## config.mk

```make
export PLATFORM = sky130hd
export DESIGN_NAME = timer_led_periph_flat
export DESIGN_NICKNAME = d
export VERILOG_FILES = /design/src/rtl/timer_led_periph_if.sv /design/src/rtl/timer_led_periph.sv /design/src/flat_wrapper.sv
export SDC_FILE = /design/constraint.sdc
export NUM_CORES = 1
export LEC_CHECK = 0
export CAP_MARGIN = 20
export CORE_MARGIN = 5
export CORE_UTILIZATION = 54
export DETAILED_ROUTE_END_ITERATION = 16
export GPL_ROUTABILITY_DRIVEN = 0
export PLACE_DENSITY = 0.86
export SLEW_MARGIN = 20
export SYNTH_ARGS = -nofsm -noshare
export SYNTH_HDL_FRONTEND = slang
export SYNTH_SLANG_ARGS = --single-unit
```

## constraint.sdc

```tcl
create_clock -name clk_sys -period 2.6 [get_ports clk_sys]
set_input_delay 0.26 -clock clk_sys [delete_from_list [all_inputs] [get_ports clk_sys]]
set_output_delay 0.26 -clock clk_sys [all_outputs]
set_load 0.01 [all_outputs]
```

## src/rtl/timer_led_periph_if.sv

```systemverilog
// rtl/timer_led_periph_if.sv - req/gnt/rvalid data-port bus between the core and the peripheral
interface timer_led_periph_if;
  logic        req_i;
  logic        we_i;
  logic [3:0]  be_i;
  logic [31:0] addr_i;
  logic [31:0] wdata_i;
  logic        gnt_o;
  logic        rvalid_o;
  logic [31:0] rdata_o;
  logic        err_o;

  modport master (
    output req_i, we_i, be_i, addr_i, wdata_i,
    input  gnt_o, rvalid_o, rdata_o, err_o
  );

  modport slave (
    input  req_i, we_i, be_i, addr_i, wdata_i,
    output gnt_o, rvalid_o, rdata_o, err_o
  );
endinterface

```

## src/rtl/timer_led_periph.sv

```systemverilog
// rtl/timer_led_periph.sv - LED register plus 64-bit prescaled machine timer with compare interrupt
module timer_led_periph #(
  parameter logic [31:0] BaseAddr    = 32'h0001_0000,
  parameter logic [15:0] PrescaleRst = 16'd0
) (
  input  logic                clk_sys,
  input  logic                rst_sys_n,
  timer_led_periph_if.slave   bus,
  output logic [3:0]          led_o,
  output logic                irq_timer_o
);

  localparam logic [9:0] OffLed    = 10'd0;
  localparam logic [9:0] OffMtLo   = 10'd1;
  localparam logic [9:0] OffMtHi   = 10'd2;
  localparam logic [9:0] OffCmpLo  = 10'd3;
  localparam logic [9:0] OffCmpHi  = 10'd4;
  localparam logic [9:0] OffCtrl   = 10'd5;
  localparam logic [9:0] OffPresc  = 10'd6;

  logic [3:0]  r_led;
  logic [63:0] r_mtime;
  logic [31:0] r_shadow;
  logic [63:0] r_cmp;
  logic [1:0]  r_ctrl;
  logic [15:0] r_prescale;
  logic [15:0] r_ps_cnt;
  logic        r_rvalid;
  logic [31:0] r_rdata;
  logic        r_err;
  logic        r_irq;

  logic        w_sel;
  logic [9:0]  w_off;
  logic        w_hit_any;
  logic        w_wr;
  logic        w_rd;
  logic        w_wr_mt_lo;
  logic        w_wr_mt_hi;
  logic        w_wr_presc;
  logic        w_tick;
  logic [63:0] w_mtime_nxt;
  logic [15:0] w_ps_nxt;
  logic [31:0] w_rdata;
  logic        w_unused;

  function automatic logic [31:0] f_merge(input logic [31:0] old_v, input logic [31:0] new_v,
                                          input logic [3:0] be);
    logic [31:0] res;
    for (int i = 0; i < 4; i++) begin
      res[8*i +: 8] = be[i] ? new_v[8*i +: 8] : old_v[8*i +: 8];
    end
    return res;
  endfunction

  // sel is gated by reset so no grant is ever given while the block is held in reset
  assign w_sel     = rst_sys_n && bus.req_i && (bus.addr_i[31:12] == BaseAddr[31:12]);
  assign w_off     = bus.addr_i[11:2];
  assign w_hit_any = (w_off <= OffPresc);
  assign w_wr      = w_sel && bus.we_i && w_hit_any && (bus.be_i != 4'b0000);
  assign w_rd      = w_sel && !bus.we_i;
  assign w_wr_mt_lo = w_wr && (w_off == OffMtLo);
  assign w_wr_mt_hi = w_wr && (w_off == OffMtHi);
  assign w_wr_presc = w_wr && (w_off == OffPresc);
  assign w_unused  = ^bus.addr_i[1:0];

  assign bus.gnt_o    = w_sel;
  assign bus.rvalid_o = r_rvalid;
  assign bus.rdata_o  = r_rdata;
  assign bus.err_o    = r_err;
  assign led_o        = r_led;
  assign irq_timer_o  = r_irq;

  // A software write to either mtime half wins over the tick for the whole 64-bit counter
  always_comb begin
    w_tick      = r_ctrl[0] && (r_ps_cnt == r_prescale);
    w_mtime_nxt = r_mtime;
    w_ps_nxt    = r_ps_cnt + 16'd1;
    if (w_wr_mt_lo || w_wr_mt_hi) begin
      if (w_wr_mt_lo) w_mtime_nxt[31:0]  = f_merge(r_mtime[31:0],  bus.wdata_i, bus.be_i);
      if (w_wr_mt_hi) w_mtime_nxt[63:32] = f_merge(r_mtime[63:32], bus.wdata_i, bus.be_i);
    end else if (w_tick) begin
      w_mtime_nxt = r_mtime + 64'd1;
    end
    if (w_wr_mt_lo || w_wr_mt_hi || w_wr_presc || !r_ctrl[0] || w_tick) begin
      w_ps_nxt = 16'd0;
    end
  end

  always_comb begin
    w_rdata = 32'd0;
    case (w_off)
      OffLed:   w_rdata = {28'd0, r_led};
      OffMtLo:  w_rdata = r_mtime[31:0];
      OffMtHi:  w_rdata = r_shadow;
      OffCmpLo: w_rdata = r_cmp[31:0];
      OffCmpHi: w_rdata = r_cmp[63:32];
      OffCtrl:  w_rdata = {30'd0, r_ctrl};
      OffPresc: w_rdata = {16'd0, r_prescale};
      default:  w_rdata = 32'd0;
    endcase
  end

  always_ff @(posedge clk_sys or negedge rst_sys_n) begin
    if (!rst_sys_n) begin
      r_led      <= 4'd0;
      r_mtime    <= 64'd0;
      r_shadow   <= 32'd0;
      r_cmp      <= {64{1'b1}};
      r_ctrl     <= 2'd0;
      r_prescale <= PrescaleRst;
      r_ps_cnt   <= 16'd0;
      r_rvalid   <= 1'b0;
      r_rdata    <= 32'd0;
      r_err      <= 1'b0;
      r_irq      <= 1'b0;
    end else begin
      r_rvalid <= w_sel;
      r_err    <= w_sel && !w_hit_any;
      r_rdata  <= (w_rd && w_hit_any) ? w_rdata : 32'd0;
      r_mtime  <= w_mtime_nxt;
      r_ps_cnt <= w_ps_nxt;
      r_irq    <= r_ctrl[1] && (r_mtime >= r_cmp);
      // HI reads return this copy so a LO-then-HI pair is coherent
      if (w_rd && (w_off == OffMtLo)) r_shadow <= r_mtime[63:32];
      if (w_wr && (w_off == OffLed) && bus.be_i[0]) r_led <= bus.wdata_i[3:0];
      if (w_wr && (w_off == OffCtrl) && bus.be_i[0]) r_ctrl <= bus.wdata_i[1:0];
      if (w_wr && (w_off == OffCmpLo)) r_cmp[31:0]  <= f_merge(r_cmp[31:0],  bus.wdata_i, bus.be_i);
      if (w_wr && (w_off == OffCmpHi)) r_cmp[63:32] <= f_merge(r_cmp[63:32], bus.wdata_i, bus.be_i);
      if (w_wr_presc && bus.be_i[0]) r_prescale[7:0]  <= bus.wdata_i[7:0];
      if (w_wr_presc && bus.be_i[1]) r_prescale[15:8] <= bus.wdata_i[15:8];
    end
  end

endmodule

```

## src/flat_wrapper.sv

```systemverilog
// flat-port wrapper written by rule: the top's interface ports become plain ports
module timer_led_periph_flat 
#(
  parameter logic [31:0] BaseAddr    = 32'h0001_0000,
  parameter logic [15:0] PrescaleRst = 16'd0
)
  (clk_sys, rst_sys_n, led_o, irq_timer_o, bus_req_i, bus_we_i, bus_be_i, bus_addr_i, bus_wdata_i, bus_gnt_o, bus_rvalid_o, bus_rdata_o, bus_err_o);
  timer_led_periph_if bus_i ();
  input  logic clk_sys;
  input  logic rst_sys_n;
  output logic [3:0] led_o;
  output logic irq_timer_o;
  input wire logic [$bits(bus_i.req_i)-1:0] bus_req_i;
  input wire logic [$bits(bus_i.we_i)-1:0] bus_we_i;
  input wire logic [$bits(bus_i.be_i)-1:0] bus_be_i;
  input wire logic [$bits(bus_i.addr_i)-1:0] bus_addr_i;
  input wire logic [$bits(bus_i.wdata_i)-1:0] bus_wdata_i;
  output wire logic [$bits(bus_i.gnt_o)-1:0] bus_gnt_o;
  output wire logic [$bits(bus_i.rvalid_o)-1:0] bus_rvalid_o;
  output wire logic [$bits(bus_i.rdata_o)-1:0] bus_rdata_o;
  output wire logic [$bits(bus_i.err_o)-1:0] bus_err_o;
  assign bus_i.req_i = bus_req_i;
  assign bus_i.we_i = bus_we_i;
  assign bus_i.be_i = bus_be_i;
  assign bus_i.addr_i = bus_addr_i;
  assign bus_i.wdata_i = bus_wdata_i;
  assign bus_gnt_o = bus_i.gnt_o;
  assign bus_rvalid_o = bus_i.rvalid_o;
  assign bus_rdata_o = bus_i.rdata_o;
  assign bus_err_o = bus_i.err_o;
  timer_led_periph #(.BaseAddr(BaseAddr), .PrescaleRst(PrescaleRst)) u_core (.clk_sys(clk_sys), .rst_sys_n(rst_sys_n), .bus(bus_i), .led_o(led_o), .irq_timer_o(irq_timer_o));
endmodule
```

# After elaboration in Yosys (flattened, before gate mapping)
# Cells that the tools add are included.
# classes
div	0
eq_ne	14
n_addsub	2
muxes	11
bitwise_logic	0
n_mul	0
reduce_logical	48
order_cmp	2
shifts	0
# ops
op	count
$pmux W32 S7	1
$mux W64	2
$mux W32	3
$add A64 B1 Y64 const B	1
$ge A64 B64 Y1	1
$mux W8	4
$eq A10 B3 Y1 const B	3
$reduce_and A3 Y1	8
$logic_and A1 B1 Y1	22
$eq A10 B2 Y1 const B	2
$eq A20 B5 Y1 const B	1
$add A16 B1 Y16 const B	1
$eq A16 B16 Y1	1
$mux W16	1
$reduce_and A2 Y1	8
$eq A10 B1 Y1 const B	1
$le A10 B3 Y1 const B	1
$logic_not A10 Y1	1
$ne A2 B2 Y1 const B	4
$logic_or A1 B1 Y1	4
$ne A2 B1 Y1 const B	2
$reduce_bool A4 Y1	1
$logic_not A1 Y1	3
$reduce_bool A2 Y1	1
# totals
ramBits	0
n_memories	0
register_bits	233
rom_bits	0
wordCells	103
latch_bits	0
in_bits	72
out_inout_bits	40

# Logic depth before layout (Yosys ltp)
# depth
ltp_word	11
mapped_depth	11
mapped_depth_nobuf	9

# Least setup slack after synthesis
# No wires, ideal clock.
# synth_path
path_kind	flip-flop to flip-flop
start	reg u_core.r_ps_cnt[8]
end	reg u_core.r_mtime[5]
arrival_ns	2.485
setup_ns	0.120
n_path_buf	1
t_required_ns	2.480
period_less_slack_ns	2.605
path_stages_with_launch	9
path_slack_ns	-0.005
path_cell_list	dfrtp_1 -> xor2_1 -> or4b_1 -> or4_4 -> or2_4 -> o21ai_4 -> buf_6 -> nand3_1 -> o211a_1
# synth_via
elab_chain_len	4
# synth_lines
element	line	source
start: declaration	timer_led_periph.sv:27	logic [15:0] r_ps_cnt;
start signal: assignment	timer_led_periph.sv:122	r_ps_cnt <= w_ps_nxt;
$eq A16 B16 Y1	timer_led_periph.sv:76	w_tick = r_ctrl[0] && (r_ps_cnt == r_prescale);
$logic_and A1 B1 Y1	timer_led_periph.sv:76	
$reduce_bool A2 Y1 (no line)	--	
$reduce_and A3 Y1 (no line)	--	
end signal: assignment	timer_led_periph.sv:121	r_mtime <= w_mtime_nxt;
end: declaration	timer_led_periph.sv:22	logic [63:0] r_mtime;
# No other way between the ends.
# A chain may end at the register's enable or synchronous reset.

# Worst setup path in the final report
# layout_path
start	reg u_core.r_prescale[13]
end	reg u_core.r_mtime[2]
# layout_via
elab_chain_len	4
# layout_lines
element	line	source
start: declaration	timer_led_periph.sv:26	logic [15:0] r_prescale;
start signal: assignment	timer_led_periph.sv:111	r_prescale <= PrescaleRst;
start signal: assignment	timer_led_periph.sv:131	if (w_wr_presc && bus.be_i[1]) r_prescale[15:8] <= bus.wdata_i[15:8];
$eq A16 B16 Y1	timer_led_periph.sv:76	
$logic_and A1 B1 Y1	timer_led_periph.sv:76	
$reduce_bool A2 Y1 (no line)	--	
$reduce_and A3 Y1 (no line)	--	
# No other way between the ends.

==> key figures <==
Clock tree
  – Root Buffer Master: clkbuf_16
  – Clk slew on worst S/H paths: about 0.060 ns
  – Clock latency on the worst-skew pair: 0.55 ns
  – TritonCTS clock tree: built
  – Clk buf depth: 3
  – TritonCTS Buffers: 25
  – Htree depth: 1
  – CTS sink cnt: 233

Global routing
  – Gr usage total: 0.332
  – Initial antenna violation count: 0
  – First-pass GRT wire length: 77,300 um
  – Vias in the first global route: approximately 14,000
  – Total grt overflow: 0
  – Largest net degree at the start of global routing: 169

Setup path
  – CP max FO: 11
  – Critical path endpoint category: flop
  – Req. time, crit path: 3.03 ns
  – Worst Reg2Reg Path Length in Cells: 8
  – Reg2reg end: u_core.r_mtime[2]
  – FF-to-FF setup slack: -0.14 ns
  – Reg2Reg Launch Point: u_core.r_prescale[13]
  – CP Class: reg2reg
  – Setup crit start: u_core.r_prescale[13]
  – Crit path launch type: flop
  – Arrival time at the worst endpoint: 3.17 ns

Logic synthesis
  – Ys flop type: dfrtp_1
  – Syn avg cell area: 9.60 um^2
  – Yosys warns: 0
  – Synth top cells by count: dfrtp_1 (169), mux2_2 (99), a21oi_1 (96), nor2_1 (91), inv_1 (88)
  – Netlist cell types: 80
  – Cell Area, Synth: about 14,000 um^2
  – Synthesized instance count: about 1,500
  – Yosys reg bits: 233
  – Post-synth net total: 1,591
  – Fraction of registers with async set/reset: 1.00
  – Top post-synthesis cells by area: dfrtp_1 (30%), dfstp_2 (12%), mux2_2 (8.0%)
  – Sequential fraction of the synthesis area: 0.424
  – Number of synthesized flops with an enable pin: 0
  – Count leader, synth: dfrtp_1
  – Area share of the largest cell type after synthesis: 0.303
  – Yosys top cell by area: dfrtp_1

STA
  – Unrepaired setup endpoints after global routing: true
  – Setup TNS: -1.42 ns
  – Fin crit period: about 2.7 ns
  – Least-Margin Pin Slew: 0.976 ns
  – Final setup fails: 32
  – Fin crit share: 1.05
  – Final hold vios: 0
  – Setup ws final: -0.138 ns
  – Highest clock rate: 365 MHz
  – Rel. slew slack: 0.349
  – Pins Over Slew Limit: 0
  – Clock Skews: 0.0222 ns

Die
  – Row cnt: 58
  – Die Wd: 171 um
  – Die area: approximately 30,000 um^2
  – Starting Density: 0.551
  – Die Y: 171 um
  – Ports: 112
  – Core area: between 20,000 and 30,000 um^2

Detailed routing
  – DR WL/cell: 24.2 um
  – Drc violations: 0
  – Routed Wire Length: slightly above 50,000 um
  – Vias post-DR: ~14,000
  – ANT nets after route: 0
  – Iter 0 DRT Violations: 2,448
  – Vias per std cell: 6.89
  – DRT Pass-1 Iters: 9

Worst hold path
  – Hold EP: u_core.r_cmp[60]
  – Hold Crit Class: in2reg
  – Hold_sp: bus_wdata_i[28]
  – Hold-critical path depth: 3

Placement
  – Port bufs: around 110
  – Post-DP HPWL: 35,200 um

Final layout
  – FILL cells: approximately 1,600
  – Area delta synth->final: 32.0%
  – Layout Nets: 1,882
  – Diodes inserted: 0
  – Post-layout util: 0.727
  – Layout cells sized above 1: 0.307

Run
  – Max-cap viol count: 0

Status
  – Failing checks: negative setup slack
  – Status: finished, violations left

Power and ir drop
  – LEAKAGE: 7.63 nW
  – Peak supply drop: approximately 0.40 mV
  – PD cells: about 420 nW/um^2
-- cell families after synthesis --
family	count (synthesis)	share of synthesized area
and+or+nand+nor	417	0.158
muxes	101	0.0813
buffers and inverters	173	0.0508
AOI/OAI and AO/OA	432	0.208
DFF	233	0.424
xor gates and xnor gates	31	0.0195
adders and majority gates	66	0.0592
-- worst max-delay path by stage --
stage / end / slack (ns)
after floorplan: u_core.r_mtime[5] / 0.02
after global placement: u_core.r_mtime[46] / -0.31
after detailed placement: u_core.r_mtime[43] / -0.39
after CTS: u_core.r_mtime[2] / -0.13
after global routing: u_core.r_mtime[12] / -0.19
final: u_core.r_mtime[2] / -0.14
-- registers in the layout, indices dropped and copies added, names as in the netlist --
signal               count
u_core.r_shadow         32
u_core.bus.err_o         1
u_core.irq_timer_o       1
u_core.r_ctrl            2
u_core.r_mtime          64
u_core.r_prescale       16
u_core.bus.rvalid_o      1
u_core.led_o             4
u_core.bus.rdata_o      32
u_core.r_ps_cnt         16
u_core.r_cmp            64
-- through the flow --
step | std cells | cell area (um^2) | hold slack, ns | setup slack (ns) | total power, mW
6_report | 2093 | 18400 | 0.387 | -0.138 | 7.69
2_1_floorplan | 1453 | 14000 | -0.0356 | 0.0188 | 3.75
3_5_place_dp | 2036 | 17000 | 0.488 | -0.389 | 4.00
4_1_cts | 2090 | 18100 | 0.373 | -0.125 | 7.69
3_3_place_gp | 2036 | 17000 | 0.472 | -0.308 | 4.00
5_1_grt | 2093 | 18400 | 0.387 | -0.194 | 7.86
-- final cells by class --
cell class,count,area (um^2),area share
flip-flops and latches,233,5910,0.321
inverters,88,330,0.0179
multi-input cells,1047,7760,0.421
clock buffers,32,682,0.0370
repair buffers,349,3160,0.171
clock inverters,14,165,0.00897
well taps,330,413,0.0224
-- repair_timing --
| item | 4_1_cts | 5_1_grt |
|---|---|---|
| hold endpoints to repair | 117 | 0 |
| hold buffers | 1 | 0 |
| pin swaps | 17 | 9 |
| resized for setup | 36 | 73 |
| setup buffers | 8 | 3 |
| setup endpoints to repair | 71 | 60 |
-- layout by cell type (no fill, tap or decap), types with 9 or more instances in the layout --
| cell | count |
|---|---|
| o22ai_1 | 9 |
| and3_1 | 22 |
| buf_4 | 213 |
| dfstp_2 | 64 |
| nor2_1 | 88 |
| a21oi_1 | 89 |
| a21o_1 | 23 |
| a222oi_1 | 14 |
| clkbuf_16 | 25 |
| nor3_1 | 24 |
| and2_1 | 18 |
| nand3_1 | 47 |
| nand2_1 | 80 |
| dfrtp_1 | 167 |
| xnor2_1 | 21 |
| o21ai_1 | 29 |
| a31oi_1 | 29 |
| inv_1 | 88 |
| a22oi_1 | 51 |
| a211oi_2 | 10 |
| buf_12 | 18 |
| nand4_1 | 39 |
| xor2_1 | 9 |
| clkdlybuf4s50_1 | 108 |
| mux2_2 | 99 |
| ha_1 | 63 |
| nor4_1 | 20 |
| o21ai_0 | 56 |
| and4_1 | 13 |
-- metal layers --
layer,GRT usage,vias to the layer above,share of wire
met5,0,-,0
met4,0.180,0,0.075
met3,0.0760,356,0.12
met2,0.542,1242,0.46
met1,0.411,6819,0.34
li1,-,6009,-
-- worst max-delay path, stage by stage, from the launching register on --
cell	delay, ns
dfrtp_2	0.45
xnor2_2	0.19
or4b_4	0.49
or4_4	0.48
or2_4	0.29
o21ai_4	0.16
buf_12	0.17
a31oi_1	0.11
o221a_2	0.27
-- report_power, final --
group	internal [mW]	switching, mW	total, mW
logic	0.130	0.193	0.323
clock network	2.16	1.57	3.74
registers	3.63	0.00000000739	3.63
Note: power is estimated with default switching activity, not from simulation.
